`config.mk`:
```
export PLATFORM = sky130hd
export DESIGN_NAME = dds_phase_ctrl
export DESIGN_NICKNAME = d
export VERILOG_FILES = /design/src/rtl/dds_pkg.sv /design/src/rtl/dds_quad_map.sv /design/src/rtl/dds_phase_ctrl.sv
export SDC_FILE = /design/constraint.sdc
export NUM_CORES = 1
export LEC_CHECK = 0
export BUFFER_PORTS_ARGS = -buffer_cell sky130_fd_sc_hd__buf_2
export CAP_MARGIN = 15
export CELL_PAD_IN_SITES_DETAIL_PLACEMENT = 2
export CELL_PAD_IN_SITES_GLOBAL_PLACEMENT = 2
export CORE_ASPECT_RATIO = 0.7
export CORE_MARGIN = 10
export CORE_UTILIZATION = 40
export CTS_BUF_LIST = sky130_fd_sc_hd__clkbuf_4 sky130_fd_sc_hd__clkbuf_8 sky130_fd_sc_hd__clkbuf_16
export DETAILED_ROUTE_END_ITERATION = 8
export PLACE_DENSITY_LB_ADDON = 0.1
export SYNTH_ARGS = -nofsm -noshare
export SYNTH_HDL_FRONTEND = slang
export SYNTH_SLANG_ARGS = --single-unit
```
`constraint.sdc`:
```
create_clock -name clk -period 4.8 [get_ports clk]
set_clock_uncertainty 0.2 [all_clocks]
set_input_delay 0.48 -clock clk [delete_from_list [all_inputs] [get_ports clk]]
set_output_delay 0.48 -clock clk [all_outputs]
set_load 0.005 [all_outputs]
```
`src/rtl/dds_pkg.sv`:
```
// Shared types, constants and helpers for the quarter-wave DDS phase sequencer.
package dds_pkg;

  typedef enum logic {
    IDLE = 1'b0,
    RUN  = 1'b1
  } state_e;

  localparam int LUT_AW = 6;

  localparam logic [1:0] Q0 = 2'd0;
  localparam logic [1:0] Q1 = 2'd1;
  localparam logic [1:0] Q2 = 2'd2;
  localparam logic [1:0] Q3 = 2'd3;

  // Second and fourth quadrants walk the quarter-wave table backwards.
  function automatic logic [LUT_AW-1:0] mirror(input logic [LUT_AW-1:0] idx);
    return {LUT_AW{1'b1}} - idx;
  endfunction

endpackage

```
`src/rtl/dds_quad_map.sv`:
```
// Quadrant decode: folds the top phase bits onto a quarter-wave LUT address
// plus a negate flag for the lower half of the sine.
module dds_quad_map
  import dds_pkg::*;
(
  input  logic [1:0]        quad_i,
  input  logic [LUT_AW-1:0] idx_i,
  output logic [LUT_AW-1:0] addr_o,
  output logic              neg_o
);

  always_comb begin
    addr_o = idx_i;
    neg_o  = 1'b0;
    case (quad_i)
      Q0: begin
        addr_o = idx_i;
        neg_o  = 1'b0;
      end
      Q1: begin
        addr_o = mirror(idx_i);
        neg_o  = 1'b0;
      end
      Q2: begin
        addr_o = idx_i;
        neg_o  = 1'b1;
      end
      Q3: begin
        addr_o = mirror(idx_i);
        neg_o  = 1'b1;
      end
      default: begin
        addr_o = idx_i;
        neg_o  = 1'b0;
      end
    endcase
  end

endmodule

```
`src/rtl/dds_phase_ctrl.sv`:
```
// Phase-accumulator sequencer for the quarter-wave sine DDS: drives LUT address,
// negate and sample strobe, runs continuous or counted bursts, glitch-free FTW updates.
module dds_phase_ctrl
  import dds_pkg::*;
#(
  parameter int ACC_W = 16,
  parameter int CNT_W = 8
) (
  input  logic              clk,
  input  logic              rst,
  input  logic              start,
  input  logic              stop,
  input  logic [CNT_W-1:0]  burst_len,
  input  logic [ACC_W-1:0]  ftw_in,
  input  logic              ftw_valid,
  output logic              ftw_ready,
  output logic [LUT_AW-1:0] lut_addr,
  output logic              lut_neg,
  output logic              lut_en,
  output logic              period_tick,
  output logic              busy,
  output logic              done
);

  state_e           state_q, state_d;
  logic [ACC_W-1:0] acc_q, acc_d;
  logic [ACC_W-1:0] ftw_act_q, ftw_act_d;
  logic [ACC_W-1:0] pend_q;
  logic             pend_valid_q, pend_valid_d;
  logic             stop_pend_q, stop_pend_d;
  logic [CNT_W-1:0] cnt_q, cnt_d;
  logic             done_q, done_d;

  logic [ACC_W:0]    sum;
  logic              run;
  logic              wrap;
  logic              xfer;
  logic              end_now;
  logic [LUT_AW-1:0] map_addr;
  logic              map_neg;

  assign run  = (state_q == RUN);
  assign sum  = {1'b0, acc_q} + {1'b0, ftw_act_q};
  assign wrap = run & sum[ACC_W];
  assign ftw_ready = ~pend_valid_q;
  assign xfer = ftw_valid & ftw_ready;

  // A zero tuning word never wraps, so a pending stop must not wait for one.
  assign end_now = (wrap && (stop_pend_q || (cnt_q == CNT_W'(1)))) ||
                   (run && (ftw_act_q == '0) && stop_pend_q);

  always_comb begin
    state_d      = state_q;
    acc_d        = acc_q;
    ftw_act_d    = ftw_act_q;
    pend_valid_d = pend_valid_q;
    stop_pend_d  = stop_pend_q;
    cnt_d        = cnt_q;
    done_d       = 1'b0;
    case (state_q)
      IDLE: begin
        acc_d = '0;
        if (xfer) begin
          ftw_act_d = ftw_in;
        end
        if (start) begin
          state_d     = RUN;
          cnt_d       = burst_len;
          stop_pend_d = 1'b0;
        end
      end
      RUN: begin
        acc_d = sum[ACC_W-1:0];
        if (stop) begin
          stop_pend_d = 1'b1;
        end
        if (xfer) begin
          pend_valid_d = 1'b1;
        end
        if (end_now) begin
          state_d     = IDLE;
          acc_d       = '0;
          stop_pend_d = 1'b0;
          done_d      = 1'b1;
        end else if (wrap) begin
          if (cnt_q != '0) begin
            cnt_d = cnt_q - CNT_W'(1);
          end
          // New word only takes effect on a period boundary.
          if (pend_valid_q) begin
            ftw_act_d    = pend_q;
            pend_valid_d = 1'b0;
          end
        end
      end
      default: begin
        state_d = IDLE;
      end
    endcase
  end

  always_ff @(posedge clk or negedge rst) begin
    if (!rst) begin
      state_q      <= IDLE;
      acc_q        <= '0;
      ftw_act_q    <= '0;
      pend_valid_q <= 1'b0;
      stop_pend_q  <= 1'b0;
      cnt_q        <= '0;
      done_q       <= 1'b0;
    end else begin
      state_q      <= state_d;
      acc_q        <= acc_d;
      ftw_act_q    <= ftw_act_d;
      pend_valid_q <= pend_valid_d;
      stop_pend_q  <= stop_pend_d;
      cnt_q        <= cnt_d;
      done_q       <= done_d;
    end
  end

  // Holding register is qualified by pend_valid_q, so it needs no reset.
  always_ff @(posedge clk) begin
    if (run && xfer) begin
      pend_q <= ftw_in;
    end
  end

  dds_quad_map u_quad_map (
    .quad_i (acc_q[ACC_W-1 -: 2]),
    .idx_i  (acc_q[ACC_W-3 -: LUT_AW]),
    .addr_o (map_addr),
    .neg_o  (map_neg)
  );

  assign lut_addr    = run ? map_addr : '0;
  assign lut_neg     = run & map_neg;
  assign lut_en      = run;
  assign busy        = run;
  assign period_tick = wrap;
  assign done        = done_q;

endmodule

```
==> metrics.cfg <==
[outcome]
status=finished, final reports clean

[worst_setup_path]
worstPathBufferInverterCount=1
path_cells=ha_1, inv_1, fa_1, nor2b_4, o31a_1, o21ai_4, o21ai_2, and3_1, a211oi_1, a311oi_2
cp_slowest_stage_delay_ps=720
crit_path_max_fanout=15
crit_path_top_delay_cell=and3_1
cp.arrival_ps=3440
end_kind=register
crit_type=reg -> reg
cp-startpoint=ftw_act_q[0]$_DFFE_PN0P_
rr_startpoint=ftw_act_q[0]$_DFFE_PN0P_
cp_top_family=compound AO/OA/AOI/OAI gates
start_kind=register
critPathRequiredTime_ps=4840

[routing]
drt_first_iter_violations=124
ant_nets=0
totalWireLength_microns=10500
num_vias=2676
drt_first_pass_iters=4
wire_per_inst_microns=21.9
drc_errors=0
via_per_inst=5.61

[timing]
final-setup-viol-count=0
fin_crit_sh=0.707
hold_viol=0
fin_crit_ps=3390
tightest_slew_ps=926
drv_slew=0
tns_ps=0
rsz0062_at_grt=no
fmax_ghz=0.295
max_slew_margin=0.381

[clock_network]
h-tree-depth=3
clk_latency_ps=340
post_cts_buffers=0
tritoncts=built
postCtsHoldBufs=0
cts_buffers=9
clk_pin_slew_ps=50
post_cts_resized=0
clockBufferDepth=2
root_buffer=clkbuf_16
cts_sinks=60

[synthesis]
synthArstFlopShare=0.733
syn_inst=329
synth_warnings=0
ys_types=49
synth_ff_type=dfrtp_1
synth_edf_count=16
synth_seq_cells=60
synth_fp_nets=377
netlist_area_sq_mm=0.00336
yosysSeqAreaShare=0.470
syn_avg_cell_area_sq_um=10.2

[floorplan]
die_w_microns=130
rows=27
initial_core_util=0.420
die_h_microns=96.7
die_area_sq_mm=0.0125
io_pins=41
core_sq_mm=0.00801

[global_routing]
grt_usage=0.172
overflow=0
grt_pass1_wl_microns=17100
grt_pass1_vias=3019
grt_max_degree=45
antenna_found_initial=0

[run]
maxCapViolations=0

[placed_design]
numPortBuffers=40
hpwl_microns=7500
place_congestion=0.841
dp_cells=458

[min_path]
min_path_type=in -> reg
min-delay-start=ftw_in[4]

[cells_and_area]
fin_nets=419
drive_gt1_frac=0.194
instances_no_fill=477
n_fill_cell=831
syn_to_final_growth_pct=17.2
num_antenna_cells=0
final_cell_mix=44 x dfrtp_1, 40 x buf_2, 39 x nor2_1
final_common_cell=dfrtp_1

[power_and_ir_drop]
power_density_mw_per_mm2=775
p_leak_nw=1.82
ir_drop_mv=0.304

-- metal layers --
| layer | up-vias | wire length, microns | global-route usage |
|---|---|---|---|
| met5 | - | 0 | 0 |
| met4 | 0 | 94 | 0.0428 |
| met3 | 8 | 436 | 0.0506 |
| met2 | 46 | 4990 | 0.267 |
| met1 | 1357 | 4940 | 0.228 |
| li1 | 1265 | - | - |
-- final timing paths --
| check | end | slack [ps] | cells after the start |
|---|---|---|---|
| max in group asynchronous | ftw_act_q[15]$_DFFE_PN0P_ | 3560 | 3 |
| max reg2reg | cnt_q[2]$_DFFE_PN0P_ | 1410 | 10 |
| min | pend_q[4]$_DFFE_PP_ | 130 | 1 |
| max | cnt_q[2]$_DFFE_PN0P_ | 1410 | 10 |
| min in group asynchronous | ftw_act_q[5]$_DFFE_PN0P_ | 350 | 2 |
| min reg2reg | ftw_act_q[2]$_DFFE_PN0P_ | 340 | 2 |
-- cell families (layout without fill, tap and decap cells) --
family,Yosys count,count (layout),synth area share
buffers and inverters,25,72,0.0350
DFF,60,60,0.470
muxes,17,17,0.0506
xor gates and xnor gates,16,16,0.0417
AOI/OAI and AO/OA,77,77,0.163
adders and majority gates,19,19,0.0729
and+or+nand+nor,115,115,0.166
-- cell usage after synthesis, types with 10 or more instances --
cell,instances,area share
dfrtp_1,44,0.33
nor2_1,39,0.044
nand2_1,26,0.029
a21oi_1,10,0.015
inv_1,12,0.013
nor3_1,10,0.015
mux2i_1,17,0.051
ha_1,18,0.067
o21ai_1,15,0.022
o21ai_0,14,0.021
xnor2_1,11,0.029
edfxtp_1,16,0.14
-- report_power, final --
part	total (mW)	internal, mW	switching, mW
logic	1.55	0.619	0.927
clock network	0.588	0.361	0.227
registers	0.923	0.735	0.188
-- layout make-up --
class | count | area, sq um | area share
clock buffers | 12 | 248 | 0.0628
well taps | 101 | 126 | 0.0321
inverters | 12 | 45.0 | 0.0114
multi-input cells | 244 | 1670 | 0.424
flip-flops and latches | 60 | 1580 | 0.401
repair buffers | 44 | 253 | 0.0641
clock inverters | 4 | 17.5 | 0.00444
-- metrics by stage --
step / total power [mW] / utilization / hold slack [ps] / area [sq um] / setup WS (ps)
global placement: 2.35 / 0.454 / 303 / 3630 / 1610
finish: 3.06 / 0.492 / 132 / 3940 / 1410
global route: 3.31 / 0.492 / 128 / 3940 / 1190
CTS: 3.06 / 0.487 / 125 / 3900 / 1360
detailed placement: 2.44 / 0.454 / 323 / 3630 / 1420
floorplan: 1.97 / - / -15.6 / 3360 / 2230
-- state kept, by name, summed over array words and instances (netlist names) --
| name | flops |
|---|---|
| busy | 1 |
| pend_q | 16 |
| pend_valid_q | 1 |
| done | 1 |
| ftw_act_q | 16 |
| cnt_q | 8 |
| acc_q | 16 |
| stop_pend_q | 1 |
Power figures use the tool's default switching activity.
